<file path="src/rtl/st_output_fifo_if.sv">
// Avalon-ST beat link: data with packet framing and a ready/valid handshake.
// The master drives the beat, the slave answers with ready.
interface st_output_fifo_if #(
  parameter int DATA_W = 32
);
  logic [DATA_W-1:0] data;
  logic              valid;
  logic              sop;
  logic              eop;
  logic              ready;

  modport master (output data, output valid, output sop, output eop, input ready);
  modport slave  (input data, input valid, input sop, input eop, output ready);
endinterface

</file>
<file path="src/rtl/st_output_fifo.sv">
// Avalon-ST packet buffer between the DSP streaming source and the HPS/DMA sink.
// First-word-fall-through storage of {eop, sop, data}, input framing checker,
// fill level / almost-full and delivered-packet count for the CSR block.
module st_output_fifo #(
  parameter int DATA_W   = 32,
  parameter int DEPTH    = 16,
  parameter int AF_LEVEL = 12
) (
  input  logic                     clk,
  input  logic                     rst_n,
  input  logic                     clear,
  st_output_fifo_if.slave          sink,
  st_output_fifo_if.master         source,
  output logic [$clog2(DEPTH):0]   level,
  output logic                     almost_full,
  output logic [15:0]              pkt_count,
  output logic                     framing_err
);
  localparam int PW = $clog2(DEPTH);
  localparam int LW = PW + 1;
  localparam int EW = DATA_W + 2;

  logic [EW-1:0] mem_q [DEPTH];
  logic [PW-1:0] wr_ptr_q, wr_ptr_d;
  logic [PW-1:0] rd_ptr_q, rd_ptr_d;
  logic [LW-1:0] level_q, level_d;
  logic          af_q, af_d;
  logic          in_pkt_q, in_pkt_d;
  logic          err_q, err_d;
  logic [15:0]   pkt_q, pkt_d;

  logic          full;
  logic          empty;
  logic          wr_en;
  logic          rd_en;
  logic [EW-1:0] rd_word;

  assign full  = (level_q == LW'(DEPTH));
  assign empty = (level_q == {LW{1'b0}});

  // Ready depends only on stored state (and is forced low during reset),
  // so there is no combinational path from the sink into the source.
  assign sink.ready = rst_n & ~full;

  // A beat offered during a flush is dropped; a read during a flush is moot.
  assign wr_en = sink.valid & sink.ready & ~clear;
  assign rd_en = source.valid & source.ready & ~clear;

  assign rd_word       = mem_q[rd_ptr_q];
  assign source.valid  = ~empty;
  assign source.data   = rd_word[DATA_W-1:0];
  assign source.sop    = rd_word[DATA_W];
  assign source.eop    = rd_word[DATA_W+1];

  assign level       = level_q;
  assign almost_full = af_q;
  assign pkt_count   = pkt_q;
  assign framing_err = err_q;

  // Next-state for pointers, occupancy, framing tracker and packet counter.
  always_comb begin
    wr_ptr_d = wr_ptr_q;
    rd_ptr_d = rd_ptr_q;
    level_d  = level_q;
    in_pkt_d = in_pkt_q;
    err_d    = err_q;
    pkt_d    = pkt_q;
    if (clear) begin
      wr_ptr_d = {PW{1'b0}};
      rd_ptr_d = {PW{1'b0}};
      level_d  = {LW{1'b0}};
      in_pkt_d = 1'b0;
      err_d    = 1'b0;
      pkt_d    = 16'd0;
    end else begin
      if (wr_en) begin
        wr_ptr_d = wr_ptr_q + PW'(1);
      end else begin
        wr_ptr_d = wr_ptr_q;
      end
      if (rd_en) begin
        rd_ptr_d = rd_ptr_q + PW'(1);
      end else begin
        rd_ptr_d = rd_ptr_q;
      end
      case ({wr_en, rd_en})
        2'b10:   level_d = level_q + LW'(1);
        2'b01:   level_d = level_q - LW'(1);
        default: level_d = level_q;
      endcase
      // Framing: sop must open a packet, every other beat must be inside one.
      // Bad beats are flagged but still stored untouched.
      if (wr_en) begin
        if (sink.sop == in_pkt_q) begin
          err_d = 1'b1;
        end else begin
          err_d = err_q;
        end
        if (sink.eop) begin
          in_pkt_d = 1'b0;
        end else if (sink.sop) begin
          in_pkt_d = 1'b1;
        end else begin
          in_pkt_d = in_pkt_q;
        end
      end else begin
        err_d    = err_q;
        in_pkt_d = in_pkt_q;
      end
      if (rd_en && rd_word[EW-1]) begin
        pkt_d = pkt_q + 16'd1;
      end else begin
        pkt_d = pkt_q;
      end
    end
    af_d = (level_d >= LW'(AF_LEVEL));
  end

  // Control state registers with asynchronous reset.
  always_ff @(posedge clk or negedge rst_n) begin
    if (!rst_n) begin
      wr_ptr_q <= {PW{1'b0}};
      rd_ptr_q <= {PW{1'b0}};
      level_q  <= {LW{1'b0}};
      af_q     <= 1'b0;
      in_pkt_q <= 1'b0;
      err_q    <= 1'b0;
      pkt_q    <= 16'd0;
    end else begin
      wr_ptr_q <= wr_ptr_d;
      rd_ptr_q <= rd_ptr_d;
      level_q  <= level_d;
      af_q     <= af_d;
      in_pkt_q <= in_pkt_d;
      err_q    <= err_d;
      pkt_q    <= pkt_d;
    end
  end

  // Beat storage; contents need no reset because level gates visibility.
  always_ff @(posedge clk) begin
    if (wr_en) begin
      mem_q[wr_ptr_q] <= {sink.eop, sink.sop, sink.data};
    end
  end
endmodule

</file>
<file path="src/flat_wrapper.sv">
// flat-port wrapper written by rule: the top's interface ports become plain ports
module st_output_fifo_flat 
#(
  parameter int DATA_W   = 32,
  parameter int DEPTH    = 16,
  parameter int AF_LEVEL = 12
)
  (clk, rst_n, clear, level, almost_full, pkt_count, framing_err, sink_data, sink_valid, sink_sop, sink_eop, sink_ready, source_data, source_valid, source_sop, source_eop, source_ready);
  st_output_fifo_if #(.DATA_W(DATA_W)) sink_i ();
  st_output_fifo_if #(.DATA_W(DATA_W)) source_i ();
  input  logic clk;
  input  logic rst_n;
  input  logic clear;
  output logic [$clog2(DEPTH):0] level;
  output logic almost_full;
  output logic [15:0] pkt_count;
  output logic framing_err;
  input wire logic [$bits(sink_i.data)-1:0] sink_data;
  input wire logic [$bits(sink_i.valid)-1:0] sink_valid;
  input wire logic [$bits(sink_i.sop)-1:0] sink_sop;
  input wire logic [$bits(sink_i.eop)-1:0] sink_eop;
  output wire logic [$bits(sink_i.ready)-1:0] sink_ready;
  output wire logic [$bits(source_i.data)-1:0] source_data;
  output wire logic [$bits(source_i.valid)-1:0] source_valid;
  output wire logic [$bits(source_i.sop)-1:0] source_sop;
  output wire logic [$bits(source_i.eop)-1:0] source_eop;
  input wire logic [$bits(source_i.ready)-1:0] source_ready;
  assign sink_i.data = sink_data;
  assign sink_i.valid = sink_valid;
  assign sink_i.sop = sink_sop;
  assign sink_i.eop = sink_eop;
  assign sink_ready = sink_i.ready;
  assign source_data = source_i.data;
  assign source_valid = source_i.valid;
  assign source_sop = source_i.sop;
  assign source_eop = source_i.eop;
  assign source_i.ready = source_ready;
  st_output_fifo #(.DATA_W(DATA_W), .DEPTH(DEPTH), .AF_LEVEL(AF_LEVEL)) u_core (.clk(clk), .rst_n(rst_n), .clear(clear), .sink(sink_i), .source(source_i), .level(level), .almost_full(almost_full), .pkt_count(pkt_count), .framing_err(framing_err));
endmodule
</file>
<file path="config.mk">
export PLATFORM = sky130hd
export DESIGN_NAME = st_output_fifo_flat
export DESIGN_NICKNAME = d
export VERILOG_FILES = /design/src/rtl/st_output_fifo_if.sv /design/src/rtl/st_output_fifo.sv /design/src/flat_wrapper.sv
export SDC_FILE = /design/constraint.sdc
export NUM_CORES = 1
export LEC_CHECK = 0
export CAP_MARGIN = 20
export CORE_MARGIN = 2
export CORE_UTILIZATION = 40
export CTS_BUF_LIST = sky130_fd_sc_hd__clkbuf_2
export CTS_CLUSTER_SIZE = 8
export DETAILED_ROUTE_END_ITERATION = 12
export DONT_BUFFER_PORTS = 1
export PLACE_DENSITY = 0.61
export SKIP_LAST_GASP = 1
export SLEW_MARGIN = 15
export SYNTH_ARGS = -nofsm -noshare
export SYNTH_HDL_FRONTEND = slang
export SYNTH_SLANG_ARGS = --single-unit
</file>
<file path="constraint.sdc">
create_clock -name clk -period 5.6 [get_ports clk]
set_input_delay 0.56 -clock clk [delete_from_list [all_inputs] [get_ports clk]]
set_output_delay 0.56 -clock clk [all_outputs]
set_load 0.01 [all_outputs]
</file>
==> summary by stage <==
Status
The run finished with clean final reports.

Floorplanning
From left edge to right edge, the die measures 243 um. Once the floorplan was initialized, standard cells occupied 40.5% of the core. 98 I/O pins were placed. The floorplan step defined a core boundary enclosing 56,500 um2. The floorplan step defined a die boundary enclosing 59,200 um2. The site row count is 87. The die boundary height is 243 um.

Timing
The achievable frequency is 218 MHz. The final number of hold-violating endpoints is 0. The final number of setup-violating endpoints is 0. The post-route fraction of the period consumed by the critical path is 81.8%. The worst path in the final design needs a cycle of 4580 ps, including I/O delays and setup. For the pin with the worst max-slew slack, the measured transition is 1060 ps. In this run the tightest slew margin relative to its limit is 29.0%. Across the routed clock network, the largest skew measured is 79.8 ps. Across all setup checks in the final design, the least slack found is 1020 ps. Setup repair after global routing left no endpoint under its margin. After routing, the total negative slack on setup checks comes to 0 ps. The final count of pins violating max slew is 0.

Routing
The iteration count of the initial detailed-routing pass is 5. The first routing iteration left 863 violations. The total detailed-routing wirelength is 51.8 mm. The total vias in the final route is 12,200. For this run, design rule violations remaining after detail routing come to 0. The detail-routed via count per cell is 5.36. The number of routed nets with antenna violations is 0. In the final routed layout, each cell accounts on average for 22.8 um.

Global route
The global-route usage over all layers is 17.8%. The pin count of the biggest net entering global routing is 70. The number of antenna violations at the first check in global routing was 6. Summed over all layers, the global routing overflow is 0.

The number of global-route vias before repair was 12,800. The first-pass GRT wire length is 77.5 mm.

Job
Max-cap violations in this run came to 0.

CTS
The number of buffers created by CTS is 148. At the later pin of the worst-skew pair, clock insertion delay measures 1290 ps. The clock tree from TritonCTS is done. The clock passes through at most 3 buffers. Counting every sink on the clock net gives 576. The H-tree depth is 4. The root buffer cell is clkbuf_2. After clock tree synthesis, the setup repair step added 0 buffers. The number of gates resized after CTS was 0. Clock-pin slew was measured on the worst setup and hold paths at 110 ps.

Layout
The layout overhead on the synthesized area is 12.4%. The layout cell share with drive strength beyond 1 is 27.5%. At the end of the flow, the number of nets in the layout was 1,452.

Setup path
Along the worst path, the maximum fanout reaches 29. The critical path endpoint category is an output pin. The register-to-register path setup slack is 2180 ps. The worst setup path category is reg2out.

The launch point of the worst reg-to-reg path is u_core.level[2]. The cell count of the worst reg-to-reg path is 12. The worst setup path is launched from a flop. In this run the critical register-to-register path is captured at u_core.almost_full. STA puts the critical path data required time at 5040 ps. STA puts the critical path data arrival time at 4020 ps.

Place
The global placement routability congestion is 0.747. The setup slack after placement is 2210 ps. Port buffering added 0 buffers. The post-DP HPWL is 27.1 mm.

Pwr
The worst-case vdd ir drop is 0.125 mV. The total power is 0.00807 W. Power spread over the standard cell area amounts to 314 nW/um2. The analysis attributes to cell leakage a power of 8.36 nW.

Synth
The synthesized design contains 544 enable-type register cells. The share of synthesized area occupied by flip-flops and latches is 74.8%. Counting flops and latches in the post-synthesis netlist gives 576. Summing every instance area after synthesis gives 22,900 um2. The unique cell type count in the Yosys netlist is 50. The number of standard cells after synthesis is 1,245. The average cell area after synthesis is 18.4 um2. The async set-or-reset flop fraction in the synthesized netlist is 5.56%. The synthesized net count is 1,293. For this run, the number of Yosys warnings is 0. The most common flop cell mapped by yosys is edfxtp_1.

Min path
The worst min-delay path category is in2reg. The startpoint identified for the worst hold timing path is sink_data[8]. Along the worst hold path, the cell count comes to 1. The hold-critical path endpoint is u_core.mem_q[4][8].
## synth_stat cells, types with 4 or more instances
cell type | n | area [um2]
nand3_1 | 11 | 55.1
nor4_1 | 4 | 25.0
edfxtp_1 | 544 | 16300
clkbuf_1 | 35 | 131
buf_2 | 23 | 115
a21oi_2 | 8 | 70.1
a21oi_1 | 44 | 220
mux4_2 | 66 | 1490
dfrtp_1 | 32 | 801
xor2_1 | 7 | 61.3
mux2_1 | 5 | 56.3
mux2_4 | 8 | 120
o21ai_0 | 67 | 335
and2_1 | 9 | 56.3
inv_1 | 9 | 33.8
nor2b_1 | 17 | 106
ha_1 | 9 | 113
nand2_1 | 49 | 184
a221oi_1 | 34 | 298
mux2i_1 | 108 | 1080
a22oi_1 | 35 | 263
nor2_1 | 34 | 128
buf_4 | 4 | 30.0
mux2_2 | 35 | 394
nand4_1 | 5 | 31.3
buf_1 | 4 | 15.0
## cell usage in the layout (no fill, tap or decap), types with 4 or more instances in the layout
master         instances
edfxtp_1             544
clkbuf_2             219
inv_1                  9
a22oi_1               35
a221oi_1              34
nor4_2                 4
mux2i_1              108
ha_1                   9
mux4_2                66
clkinv_2               6
mux2_1                 5
nand4_1                5
nand2_1               49
a21oi_2                8
o21ai_0               67
xor2_1                 7
and2_2                 9
clkinv_1              18
mux2_4                 8
a21oi_1               44
nor2b_1               16
buf_12                 5
dfrtp_1               28
diode_2                4
bufinv_16              4
dlygate4sd3_1         42
nor2_1                30
nor2_4                 4
buf_4                 30
mux2_2                35
nand3_1               11
## sequential cells by signal (all words and copies together) (netlist names)
register	cells
u_core.mem_q	544
u_core.framing_err	1
u_core.rd_ptr_q	4
u_core.in_pkt_q	1
u_core.wr_ptr_q	4
u_core.level	5
u_core.almost_full	1
u_core.pkt_count	16
## per-stage QoR
stage | hold slack [ps] | std cells | util, % | cell area, um2
floorplan | 264 | 1245 | - | 22900
global placement | 266 | 1965 | 42.2 | 23900
detailed placement | 265 | 1965 | 42.2 | 23900
CTS | 20.7 | 2265 | 45.5 | 25700
global route | 99.8 | 2268 | 45.5 | 25700
finish | 206 | 2269 | 45.5 | 25700
## repair_timing
| action | in CTS | in global routing |
|---|---|---|
| setup endpoints to repair | 0 | 0 |
| hold buffers | 45 | 0 |
| hold endpoints to repair | 764 | 0 |
## layer usage
layer	vias up	track usage [%]	share of wire [%]
met4	6	6.71	1.9
li1	5436	-	-
met2	382	27.5	47
met3	95	5.11	6.8
met1	6234	23.9	44
met5	-	0	0.069
## layout make-up
class	instances	area (um2)
Fill cell	4906	30800
Sequential cell	576	17100
Multi-Input combinational cell	591	5470
Clock buffer	219	1100
Tap cell	756	946
Timing Repair Buffer	77	746
Clock inverter	36	274
Inverter	10	37.5
Antenna cell	4	10.0
## report_power, final
group | switching, W | internal, W | total, W
logic | 0.000233 | 0.000184 | 0.000417
registers | 0.0000299 | 0.00472 | 0.00475
clock network | 0.00167 | 0.00123 | 0.00290
## worst max path at each step
stage / start / to / slack (ps) / depth (start not counted)
after floorplan: u_core.level[1] / u_core.mem_q[0][0] / 750 / 6
after global placement: u_core.level[2] / u_core.almost_full / 2380 / 12
after detailed placement: u_core.level[2] / u_core.almost_full / 2210 / 12
after CTS: u_core.rd_ptr_q[2] / source_data[14] / 870 / 5
after global routing: u_core.rd_ptr_q[0] / source_data[13] / 760 / 5
final: u_core.rd_ptr_q[2] / source_data[14] / 1020 / 5
## worst max-delay path, cell delays in order, from the launching register on
cell      delay [ps]
dfrtp_2          770
nor2b_4          910
buf_4            460
a221oi_1         190
o21ai_0          190
nand2_1          210
## kinds of logic after synthesis
logic type	Yosys count	share of synthesized area, %
flops	576	74.8
mux	222	13.7
compound gates	207	5.88
simple gates	143	3.10
buf+inv	78	1.59
xor+xnor	10	0.383
fa+ha+maj	9	0.492
(Power assumes the default switching activity.)
